===== config.mk =====
export PLATFORM = sky130hd
export DESIGN_NAME = mes_period
export DESIGN_NICKNAME = d
export VERILOG_FILES = /design/src/rtl/mes_period_pkg.sv /design/src/rtl/sync_edge.sv /design/src/rtl/mes_period.sv
export SDC_FILE = /design/constraint.sdc
export NUM_CORES = 1
export LEC_CHECK = 0
export CAP_MARGIN = 30
export CORE_MARGIN = 4
export CORE_UTILIZATION = 25
export CTS_BUF_LIST = sky130_fd_sc_hd__clkbuf_4
export DETAILED_ROUTE_END_ITERATION = 7
export GPL_TIMING_DRIVEN = 1
export PLACE_DENSITY = 0.41
export SLEW_MARGIN = 20
export SYNTH_ARGS = -nofsm -noshare
export SYNTH_HDL_FRONTEND = slang
export SYNTH_SLANG_ARGS = --single-unit
export TNS_END_PERCENT = 100

===== constraint.sdc =====
create_clock -name clk -period 2.67 [get_ports clk]
set_input_delay 0.4005 -clock clk [delete_from_list [all_inputs] [get_ports clk]]
set_output_delay 0.4005 -clock clk [all_outputs]
set_load 0.05 [all_outputs]

===== src/rtl/mes_period_pkg.sv =====
// Shared frequency-measurement definitions: FSM state encoding and NPER-to-shift mapping.
// Pure declarations, no latency; no handshake involved.
// Imported by the period meter and by the generator/counter blocks.
`timescale 1ns/1ps
package mes_period_pkg;

    typedef enum logic [1:0] {
        ST_IDLE  = 2'd0,
        ST_ARM   = 2'd1,
        ST_COUNT = 2'd2,
        ST_DONE  = 2'd3
    } mes_state_t;

    localparam int EDGE_CNT_W = 4;

    // Averaging by a power of two collapses to a right shift of the accumulator.
    function automatic int nper_shift(input int nper);
        case (nper)
            2:       return 1;
            4:       return 2;
            8:       return 3;
            default: return 0;
        endcase
    endfunction

endpackage


===== src/rtl/sync_edge.sv =====
// Two-flop synchronizer plus rising-edge detector for an asynchronous input.
// Latency: redge is high in the 2nd clk after the input rises.
// No backpressure: redge is a one-clk strobe.
`timescale 1ns/1ps
module sync_edge (
    input  logic clk,
    input  logic rst_n,
    input  logic async_in,
    output logic redge
);

    logic       meta_q, meta_d;
    logic       sync_q, sync_d;
    logic       sync_dly_q, sync_dly_d;
    logic [1:0] fill_q, fill_d;

    always_comb begin
        meta_d     = async_in;
        sync_d     = meta_q;
        sync_dly_d = sync_q;
        fill_d     = (fill_q == 2'd3) ? fill_q : fill_q + 2'd1;
    end

    always_ff @(posedge clk or negedge rst_n) begin
        if (!rst_n) begin
            meta_q     <= 1'b0;
            sync_q     <= 1'b0;
            sync_dly_q <= 1'b0;
            fill_q     <= 2'd0;
        end else begin
            meta_q     <= meta_d;
            sync_q     <= sync_d;
            sync_dly_q <= sync_dly_d;
            fill_q     <= fill_d;
        end
    end

    // The first 0->1 of sync after reset is only the pipeline filling, not a real edge.
    assign redge = sync_q & ~sync_dly_q & (fill_q == 2'd3);

endmodule


===== src/rtl/mes_period.sv =====
// Averaged MX period meter: counts ce ticks across NPER MX periods, reports the mean.
// Latency: valid one clk after the closing MX edge is detected (<=4 clk after the edge).
// No backpressure: start is dropped while busy or in the done clk; valid is a one-clk pulse.
`timescale 1ns/1ps
module mes_period
    import mes_period_pkg::*;
#(
    parameter int W    = 16,
    parameter int NPER = 1
) (
    input  logic         clk,
    input  logic         rst_n,
    input  logic         ce,
    input  logic         MX,
    input  logic         start,
    output logic [W-1:0] per,
    output logic         valid,
    output logic         busy,
    output logic         ovf
);

    localparam int SH = nper_shift(NPER);
    localparam int AW = W + SH;
    localparam logic [EDGE_CNT_W-1:0] LAST_EDGE = EDGE_CNT_W'(NPER - 1);

    logic                  redge;
    logic                  acc_full;
    mes_state_t            state_q, state_d;
    logic [AW-1:0]         acc_q, acc_d;
    logic [EDGE_CNT_W-1:0] edge_cnt_q, edge_cnt_d;
    logic [W-1:0]          per_q, per_d;
    logic                  valid_q, valid_d;
    logic                  busy_q, busy_d;
    logic                  ovf_q, ovf_d;

    sync_edge u_sync_edge (
        .clk      (clk),
        .rst_n    (rst_n),
        .async_in (MX),
        .redge    (redge)
    );

    assign acc_full = &acc_q;

    always_comb begin
        state_d    = state_q;
        acc_d      = acc_q;
        edge_cnt_d = edge_cnt_q;
        per_d      = per_q;
        ovf_d      = ovf_q;
        busy_d     = busy_q;
        valid_d    = 1'b0;
        case (state_q)
            ST_IDLE: begin
                if (start) begin
                    state_d    = ST_ARM;
                    acc_d      = '0;
                    edge_cnt_d = '0;
                    busy_d     = 1'b1;
                end
            end
            ST_ARM: begin
                if (redge) begin
                    state_d = ST_COUNT;
                end
            end
            ST_COUNT: begin
                if (ce && !acc_full) begin
                    acc_d = acc_q + AW'(1);
                end
                if (redge) begin
                    edge_cnt_d = edge_cnt_q + EDGE_CNT_W'(1);
                end
                // A tick landing with the closing edge is already in acc_d, so it is reported.
                if (ce && acc_full) begin
                    state_d = ST_DONE;
                    valid_d = 1'b1;
                    busy_d  = 1'b0;
                    ovf_d   = 1'b1;
                    per_d   = '1;
                end else if (redge && (edge_cnt_q == LAST_EDGE)) begin
                    state_d = ST_DONE;
                    valid_d = 1'b1;
                    busy_d  = 1'b0;
                    ovf_d   = 1'b0;
                    per_d   = W'(acc_d >> SH);
                end
            end
            ST_DONE: begin
                state_d = ST_IDLE;
            end
            default: begin
                state_d = ST_IDLE;
            end
        endcase
    end

    always_ff @(posedge clk or negedge rst_n) begin
        if (!rst_n) begin
            state_q    <= ST_IDLE;
            acc_q      <= '0;
            edge_cnt_q <= '0;
            per_q      <= '0;
            valid_q    <= 1'b0;
            busy_q     <= 1'b0;
            ovf_q      <= 1'b0;
        end else begin
            state_q    <= state_d;
            acc_q      <= acc_d;
            edge_cnt_q <= edge_cnt_d;
            per_q      <= per_d;
            valid_q    <= valid_d;
            busy_q     <= busy_d;
            ovf_q      <= ovf_d;
        end
    end

    assign per   = per_q;
    assign valid = valid_q;
    assign busy  = busy_q;
    assign ovf   = ovf_q;

endmodule


### Word level (Yosys, flattened, before mapping)

Index checks and enable logic that the tools add are counted.

* flip-flop bits (word level): 46
* latch bits: 0
* memory bits (writable): 0
* memory bits (read-only): 0
* input port bits: 5
* output and inout port bits: 19
* word-level logic and storage cells: 60
* memories: 0

* add/sub/neg operators: 3
* multiply operators: 0
* div/mod/pow operators: 0
* order comparisons: 0
* eq/ne operators: 8
* shift operators: 0
* multiplexer cells: 21
* bitwise logic cells: 3
* reductions and logical operators: 14

Operators with widths (number)
* $mux W16: 4
* $pmux W16 S2: 1
* $add A16 B1 Y16 const B: 1
* $reduce_and A16 Y1: 1
* $reduce_and A3 Y1: 3
* $mux W2: 4
* $mux W4: 2
* $pmux W2 S4: 1
* $pmux W4 S2: 1
* $mux W1: 7
* $eq A2 B2 Y1 const B: 3
* $ne A2 B2 Y1 const B: 3
* $add A4 B1 Y4 const B: 1
* $logic_not A4 Y1: 1
* $reduce_and A2 Y1: 2
* $reduce_bool A2 Y1: 2
* $logic_and A1 B1 Y1: 3
* $ne A3 B3 Y1 const B: 1
* $add A2 B1 Y2 const B: 1
* $and A1 B1 Y1: 2
* $eq A2 B1 Y1 const B: 1
* $logic_not A2 Y1: 1
* $pmux W1 S2: 1
* $logic_not A1 Y1: 1
* $not A1 Y1: 1

### Depth between registers and ports, before layout

Gate-level depths: netlist (run 1).

* word-level depth: 7
* mapped depth: 8
* gate-level depth less buffers: 7

### Modules after synthesis

Synthesis (run 1) repeated with hierarchy kept, for this count alone.

* cell total of the unflattened synthesis: 258
* area total of the unflattened synthesis: 2591.2 µm²

By module, submodules not included
* mes_period: instances 1, cells each 249, area an instance 2419.8 µm², seq. area each 1026.0 µm²
* sync_edge: instances 1, cells each 9, area an instance 171.4 µm², seq. area each 125.1 µm²

### Least setup slack after synthesis (run 1)

No wires, ideal clock.

* path kind: reg-to-reg
* from: register u_sync_edge.fill_q[0]
* to: register per_q[15], in the netlist per[15]
* library setup time: 0.125 ns
* arrival: 1.748 ns
* data required time: 2.545 ns
* path slack: 0.797 ns
* stages on the path, launching flop included: 8
* buffers on the path: 1
* period minus slack after synthesis: 1.873 ns
* cells stage by stage: dfrtp_1 > ha_1 > nand3b_1 > nor4b_1 > nand2_1 > a21oi_1 > buf_4 > a2bb2oi_1

* word-level cells in the longest chain between the ends: 5

Ends and longest elaborated chain
* from (decl): line sync_edge.sv:15 `logic [1:0] fill_q, fill_d;`
* from (signal assigned): line sync_edge.sv:34 `fill_q <= fill_d;`
* $eq A2 B2 Y1: line sync_edge.sv:39 `assign redge = sync_q & ~sync_dly_q & (fill_q == 2'd3);`
* $and A1 B1 Y1: line sync_edge.sv:39
* $logic_and A1 B1 Y1: line mes_period.sv:81 `end else if (redge && (edge_cnt_q == LAST_EDGE)) begin`
* $reduce_bool A2 Y1 (no line)
* $reduce_and A2 Y1 (no line)
* to (signal assigned): line mes_period.sv:111 `per_q <= per_d;`
* to (decl): line mes_period.sv:31 `logic [W-1:0] per_q, per_d;`

Every way passes these cells.
A chain may end at the register's enable or synchronous reset.

### Worst setup path after layout (run 1)

* from: register u_sync_edge.fill_q[0]
* to: register state_q[1]

* word-level cells in the longest chain between the ends: 5
* elaborated cells on any way between the ends: 6
* those cells by class: eq/ne (3); bitwise (1); reduce/logical (2)

Ends and longest elaborated chain
* $eq A2 B2 Y1 (*): line sync_edge.sv:39
* $and A1 B1 Y1 (*): line sync_edge.sv:39
* $logic_and A1 B1 Y1: line mes_period.sv:81
* $ne A3 B3 Y1 (no line)
* $reduce_and A3 Y1 (no line) (*)
* to (signal assigned): line mes_period.sv:108 `state_q <= state_d;`
* to (decl): line mes_period.sv:28 `mes_state_t state_q, state_d;`

Every way passes the cells marked *; elsewhere a longest branch is shown, timed or not.

==> run metrics, run 1 <==
r2r setup slk=610 ps; area grow syn2layout=19.48%; fillers=977; synth unique cells=43; routed wire length=5.967 mm; vias in the first global route=1820; Final Hold Fails=0; first-pass GRT wire length=9.853 mm; largest net degree at the start of global routing=47; Crit Path Max Fanout=3; initial antenna violation count=0; CTS Sinks=46; Power Internal=1.552 mW; Sw Ratio=45.73%; commonest non-fill, non-tap cell in the layout=dfrtp_1; ANT cells=0; Leakage=1.168 nW; status=finished, final reports clean; Starting Density=26.19%; Post-synth ARST share=100.0%; most frequent cells in the layout=dfrtp_1 (46), clkdlybuf4s50_1 (22), nor2_1 (16), o21ai_0 (16), nand2_1 (14); worst skew pair latency=370 ps; Cell Area, Synth=2466 um2; DIE HEIGHT=107.3 um; reg2reg end=state_q[1]; WS Path Type=reg -> reg; Slew Viols, Final=0; Critical Path Start=u_sync_edge.fill_q[0]; die footprint=11520 um2; die width=107.3 um; WL/cell=15.34 um; Clock Power Share=12.0%; synth warn=0; Hold Crit Endpoint=u_sync_edge.sync_dly_d; hold depth=0; CTS tree=yes; WHS=367.6 ps; CP endpoint kind=register; f_max=484.3 MHz; share of power burned in registers=34.6%; Final setup violation count=0; CP arrival=2330 ps; worst reg2reg path depth=6; Slew headroom=63.63%; Final period util=77.33%; fin nets=272; Max Cap Violations=0; Syn Area/Cell=10.63 um2; hold_sp=u_sync_edge.meta_q; number of buffers created by CTS=5; combinational share of power=53.3%; Via-to-Cell Ratio=4.728; Max Root-Sink Buffers=2; ratio of cells with drive above 1 in the final layout=13.85%; Hold Crit Class=reg -> reg; routability cong.=0.7778; # DRC=0; antenna-violating nets left=0; post-layout minimum cycle time=2065 ps; RSZ-0062 raised after global routing=no; Net Switching=1.307 mW; Detailed Place HPWL=4.084 mm; root buffer cell=clkbuf_4; Post-Syn Instances=232; r2r startpoint=u_sync_edge.fill_q[0]; grt ovf=0; Worst Setup Start Kind=register; Register Area=1151 um2; htree depth=2; DRT Pass-1 Iters=4; worst vdd ir=0.4242 mV; DR vias=1839; Primary FF master, synth=dfrtp_1; post_cts resized=0; multi-input combinational cell area=1226 um2; I/O pins=24; gr usage total=10.97%; post-route setup TNS=0 ps; P per Cell Area=970.2 nW/um2; #FFs+latches synth=46; Mapped Nets=245; Setup Skew=7.872 ps; core box area=9415 um2; initial drt markers=55; row cnt=35; Post-synth EDFFs=0; CP required=2940 ps; worst-margin pin slew=539.7 ps; Worst-path clk slew=140 ps; sequential area share after synthesis=46.68%; port buffer count=23
## layout make-up
type                       instances  share of cell area [%]
timing repair buffer              33                   11.13
tap                              129                   5.478
inverter                           7                  0.8917
sequential                        46                   39.07
clock buffer                       5                   1.274
clock inverter                     3                  0.5520
multi-input combinational        166                   41.61
## sequential cells by signal (all words and copies together), names as in the netlist
| name | flops |
|---|---|
| ovf | 1 |
| per | 16 |
| busy | 1 |
| valid | 1 |
| edge_cnt_q | 4 |
| u_sync_edge.meta_q | 1 |
| u_sync_edge.sync_dly_d | 1 |
| acc_q | 16 |
| u_sync_edge.sync_dly_q | 1 |
| u_sync_edge.fill_q | 2 |
| state_q | 2 |
## stage by stage
step	power, mW	std cells	instance area, um2	util (%)	setup WS, ps
floorplan	2.056	232	2466	-	797.3
CTS	2.911	389	2947	31.30	568.4
detailed placement	2.551	380	2883	30.62	211.6
global placement	2.554	380	2883	30.62	304.4
finish	2.859	389	2947	31.30	605.2
global route	3.053	389	2947	31.30	380.9
## synthesized netlist by cell type, types with 7 or more instances
library cell	count	share of area (%)
nand3_1	10	2.0
xnor2_1	9	3.2
dfrtp_1	46	47
xor2_1	7	2.5
nand4_1	8	2.0
inv_1	7	1.1
nor2_1	16	2.4
nand2_1	14	2.1
a2bb2oi_2	9	5.5
a2bb2oi_1	7	2.5
o21ai_0	16	3.2
ha_1	8	4.1
a21oi_1	11	2.2
## worst max-delay path, cell delays in order (launching register included)
cell and delay, ps:
dfrtp_1 400, ha_1 220, nand3b_1 150, nor4b_1 420, a21oi_1 170, a21oi_1 250, mux2_2 360
## timing repair
item | in CTS | in global routing
hold endpoints to repair | 46 | 0
setup endpoints to repair | 0 | 0
hold buffers | 1 | 0
setup buffers | 0 | 0
## power by group through the flow
stage / logic, mW / clock network, mW / registers, mW
floorplan: 0.603 / 0 / 1.45
global placement: 1.54 / 0 / 1.01
detailed placement: 1.54 / 0 / 1.01
CTS: 1.55 / 0.367 / 0.996
global route: 1.64 / 0.396 / 1.02
finish: 1.53 / 0.344 / 0.989
## logic make-up after synthesis
kind of cell	Yosys count	synth area share, %
AOI/OAI and AO/OA	63	20.40
xor gates and xnor gates	16	5.683
adders and majority gates	8	4.059
buffers and inverters	20	3.856
DFF	46	46.68
muxes	6	2.638
and+or+nand+nor	73	16.69
## metal layers
layer,GRT usage (%),wire (um)
met1,14.84,2975
met2,17.92,2773
met3,2.040,156
met4,3.014,62
met5,0,0
## worst max path at each step
| stage | end | slack [ps] |
|---|---|---|
| 6_report | state_q[1] | 610 |
| 5_1_grt | acc_q[13] | 380 |
| 4_1_cts | state_q[1] | 570 |
| 3_5_place_dp | acc_q[13] | 210 |
| 3_3_place_gp | acc_q[13] | 300 |
| 2_1_floorplan | per[15] | 800 |
Note: power is estimated with default switching activity, not from simulation.
==> run 2: changes to the inputs <==
PLACE_DENSITY = 0.43   (was 0.41)
clock period = 1.7 ns   (was 2.67 ns; I/O delays follow)
==> run 2 against run 1 <==
Against the previous run: the run now ends with setup timing left; core utilization is 7.9 points higher; sequential cell count unchanged; design area up 25%; sequential power rose by 60%; power up 80%; die area unchanged; critical path depth up 1; global-route usage up 0.87 points; via count is 13% higher; register-to-register slack got worse by 760 ps; critical endpoint unchanged.
==> run metrics, run 2 (same netlist as run 1, synthesis figures left out) <==
status=finished, violations left; failing checks=setup timing; CTS tree=yes; fillers=940; Setup Skew=9.506 ps; dpl cell area=3218 um2; ANT cells=0; grt ovf=0; number of buffers created by CTS=5; Final Hold Fails=0; first-pass GRT wire length=10.77 mm; Crit Path Max Fanout=3; gr usage total=11.84%; CP required=1950 ps; row cnt=35; RSZ-0062 raised after global routing=yes; P per Cell Area=1394 nW/um2; DRT Pass-1 Iters=4; slowest CP cell=dfrtp_1; post-route cell area=3690 um2; most frequent cells in the layout=buf_4 (77), dfrtp_1 (43), a2bb2oi_2 (16); multi-input combinational cell area=1505 um2; Final period util=108.8%; Starting Density=26.19%; WL/cell=15.08 um; post-layout minimum cycle time=1850 ps; Final setup violation count=21; commonest non-fill, non-tap cell in the layout=buf_4; Worst-path clk slew=130 ps; Leakage=1.580 nW; WS Path Type=reg -> reg; core box area=9415 um2; Final WS setup=-150.1 ps; final core occ=39.19%; Worst Setup Start Kind=register; Detailed Place HPWL=4.645 mm; worst-margin pin slew=462.4 ps; initial drt markers=59; CP arrival=2100 ps; antenna-violating nets left=0; Max Root-Sink Buffers=2; area grow syn2layout=49.62%; CP peak stage delay=380 ps; DIE HEIGHT=107.3 um; Pwr Total=5.144 mW; Hold Crit Class=in -> reg; # DRC=0; Slew headroom=69.17%; Slew Viols, Final=0; DR vias=2069; worst skew pair latency=350 ps; ratio of cells with drive above 1 in the final layout=47.80%; htree depth=2; Via-to-Cell Ratio=4.629; CTS Sinks=46; initial antenna violation count=0; I/O pins=24; Register Area=1155 um2; f_max=540.5 MHz; Max Cap Violations=0; die width=107.3 um; worst vdd ir=0.7328 mV; vias in the first global route=2068; largest net degree at the start of global routing=30; routability cong.=0.8233; CP endpoint kind=register; root buffer cell=clkbuf_4; routed wire length=6.739 mm; fin nets=331; crit path cell chain=ha_2, nand3b_1, nor4b_4, buf_4, a21oi_4, a21oi_2, mux2_4; port buffer count=23; die footprint=11520 um2
[run 2: cell types whose count changed in the layout (fill, tap and decap cells not counted), moves of 5 or more]
cell	previous run	this run
buf_4	7	77
clkdlybuf4s50_1	22	3
a2bb2oi_1	7	0
a2bb2oi_2	9	16
o21ai_0	16	9
buf_6	0	6
o21ai_1	0	5
[run 2: worst max-delay path: cells and delay by family (launching register included)]
| kind | cells | cell delay (ps) |
|---|---|---|
| AOI/OAI and AO/OA | 2 | 230 |
| adders and majority gates | 1 | 190 |
| buffers and inverters | 1 | 170 |
| DFF | 1 | 380 |
| muxes | 1 | 310 |
| and+or+nand+nor | 2 | 470 |
[run 2: where the power goes]
part	switching, mW	total, mW	internal (mW)
registers	0.212	1.58	1.37
logic	1.67	2.92	1.25
clock network	0.348	0.646	0.298
total	2.23	5.14	2.91
[run 2: routing by layer]
layer	GRT usage (%)	share of wire, %
met3	2.280	3.1
met5	0	0
met4	2.466	0.62
met1	17.53	51
met2	17.87	45
[run 2: path summary, 6_finish.rpt]
check,from,to,slack [ps],cells after the start
min in group asynchronous,rst_n,per[3],360,2
max,u_sync_edge.fill_q[0],state_q[1],-150,7
min,MX,u_sync_edge.meta_q,330,1
max in group asynchronous,rst_n,acc_q[8],800,3
min reg2reg,u_sync_edge.meta_q,u_sync_edge.sync_dly_d,360,0
max reg2reg,u_sync_edge.fill_q[0],state_q[1],-150,7
[run 2: stage by stage]
step                      TNS [ps]  instances  setup WS (ps)  hold slack, ps
after floorplan             -113.9        232         -10.64          -40.59
after CTS                    -1665        434         -114.4           309.8
after detailed placement     -7797        423         -337.9           237.8
after global placement       -7110        423         -317.8           237.0
final                        -2115        447         -150.1           328.7
after global routing         -4543        447         -246.2           296.0
[run 2: repair_timing]
item / in CTS / in global routing
endpoints found under the hold margin: 17 / 0
resized for setup: 11 / 53
setup buffers: 3 / 14
cloned: 0 / 1
hold buffers: 1 / 0
setup endpoints to repair: 26 / 39
pin swaps: 3 / 22
[run 2: area by class of cell]
| cell class | instances | share of cell area, % |
|---|---|---|
| Tap cell | 129 | 4.374 |
| Sequential cell | 46 | 31.30 |
| Multi-Input combinational cell | 166 | 40.79 |
| Clock inverter | 2 | 0.9156 |
| Inverter | 7 | 0.7121 |
| Timing Repair Buffer | 92 | 20.89 |
| Clock buffer | 5 | 1.017 |
==> run 3: changes to the inputs <==
PLACE_DENSITY = default   (was 0.43)
==> run 3 against run 2 <==
Against the previous run: the flow still finishes with violations (setup timing); first-iteration DRC count increased by 22%; critical path depth unchanged; via count unchanged; highest routed layer unchanged; sequential share of layout area increased by 1.2 points; clock power increased by 2%; register-to-register slack improved by 60 ps; critical path type unchanged; hold slack got worse by 3.9 ps; setup slack improved by 58 ps; global-route usage decreased by 0.44 points; clock skew increased by 6.8 ps; largest power group unchanged.
==> run metrics, run 3 (same netlist as run 1, synthesis figures left out) <==
status=finished, violations left; failing checks=setup timing; Most common cell on crit path=buf_4; f_max=558.0 MHz; die width=107.3 um; Via-to-Cell Ratio=4.735; CP required=1960 ps; Hold Crit Class=in -> reg; Crit Path Max Fanout=3; area grow syn2layout=43.48%; dpl cell area=3193 um2; Final setup violation count=11; Worst-path clk slew=130 ps; crit path cell chain=buf_4, nand3_1, or2_4, nor4_2, buf_4, o21ai_0, a22o_1; DIE HEIGHT=107.3 um; root buffer cell=clkbuf_4; Final period util=105.4%; first-pass GRT wire length=10.49 mm; htree depth=2; CTS Sinks=46; most frequent cells in the layout=buf_4 (68), dfrtp_1 (46), a2bb2oi_2 (16); WL/cell=14.47 um; post-layout minimum cycle time=1792 ps; number of buffers created by CTS=5; WHS=324.8 ps; ratio of cells with drive above 1 in the final layout=44.48%; Final Non-Filler Cells=437; WS Path Type=reg -> reg; Final WS setup=-91.99 ps; gr usage total=11.39%; slowest CP cell=dfrtp_1; Slew Viols, Final=0; row cnt=35; worst-margin pin slew=429.3 ps; worst skew pair latency=360 ps; post-route cell area=3538 um2; initial antenna violation count=0; Max Cap Violations=0; Cell Count Post-Placement=420; Leakage=1.502 nW; CTS tree=yes; worst vdd ir=0.7545 mV; ANT cells=0; CP peak stage delay=420 ps; Pwr Total=5.083 mW; largest net degree at the start of global routing=31; Setup Skew=16.30 ps; Worst Setup Start Kind=register; RSZ-0062 raised after global routing=yes; die footprint=11520 um2; P per Cell Area=1437 nW/um2; # DRC=0; Starting Density=26.19%; Slew headroom=71.38%; Max Root-Sink Buffers=2; final core occ=37.58%; core box area=9415 um2; fin nets=321; port buffer count=23; antenna-violating nets left=0; CP arrival=2050 ps; DR vias=2069; DRT Pass-1 Iters=4; initial drt markers=72; routability cong.=0.8500; CP endpoint kind=register; grt ovf=0; Detailed Place HPWL=4.402 mm; vias in the first global route=2117; I/O pins=24; Final Hold Fails=0; commonest non-fill, non-tap cell in the layout=buf_4; post-place setup slack=-273.3 ps; post-route setup TNS=-325.7 ps; routed wire length=6.325 mm
run 3: cell count changes in the layout (fill, tap and decap cells not counted), moves of 3 or more:
| cell | delta |
|---|---|
| buf_4 | -9 |
| dfrtp_1 | +3 |
| dfrtp_2 | -3 |
| o21ai_0 | +5 |
| o21ai_1 | -3 |
run 3: power by group:
part,switching (mW),internal (mW)
combinational,1.63,1.22
clock,0.359,0.298
sequential,0.204,1.37
run 3: path summary, 6_finish.rpt:
kind,startpoint,end,slack [ps],cells past startpoint
worst min register to register,u_sync_edge.meta_q,u_sync_edge.sync_dly_d,360,0
worst max-delay path,acc_q[0],acc_q[11],-90,7
worst min-delay path,MX,u_sync_edge.meta_q,320,1
worst max register to register,acc_q[0],acc_q[11],-90,7
min in group asynchronous,rst_n,edge_cnt_q[1],350,2
max in group asynchronous,rst_n,acc_q[15],830,3
run 3: critical path: cells and delay by family, from the launching register on:
family                 cells  cell delay (ps)
and+or+nand+nor            3              690
buffers and inverters      2              320
AOI/OAI and AO/OA          2              260
DFF                        1              420
run 3: final cells by class:
| cell class | instances | area [um2] |
|---|---|---|
| Sequential cell | 46 | 1151 |
| Timing Repair Buffer | 82 | 691.9 |
| Inverter | 7 | 26.28 |
| Clock inverter | 2 | 33.78 |
| Clock buffer | 5 | 37.54 |
| Fill cell | 948 | 5877 |
| Multi-Input combinational cell | 166 | 1436 |
| Tap cell | 129 | 161.4 |
run 3: timing repair:
| action | CTS | global route |
|---|---|---|
| resized for setup | 23 | 22 |
| endpoints found under the hold margin | 16 | 0 |
| buffers inserted | 5 | 3 |
| endpoints found under the setup margin | 23 | 36 |
| pin swaps | 3 | 8 |
| hold buffers | 1 | 0 |
| gates cloned | 1 | 0 |
run 3: per-layer routing:
metal	track usage (%)	vias to the layer above	share of wire [%]
li1	-	1005	-
met1	15.24	1013	45
met2	18.32	42	49
met3	2.819	9	5.0
met4	3.105	0	1.5
met5	0	-	0
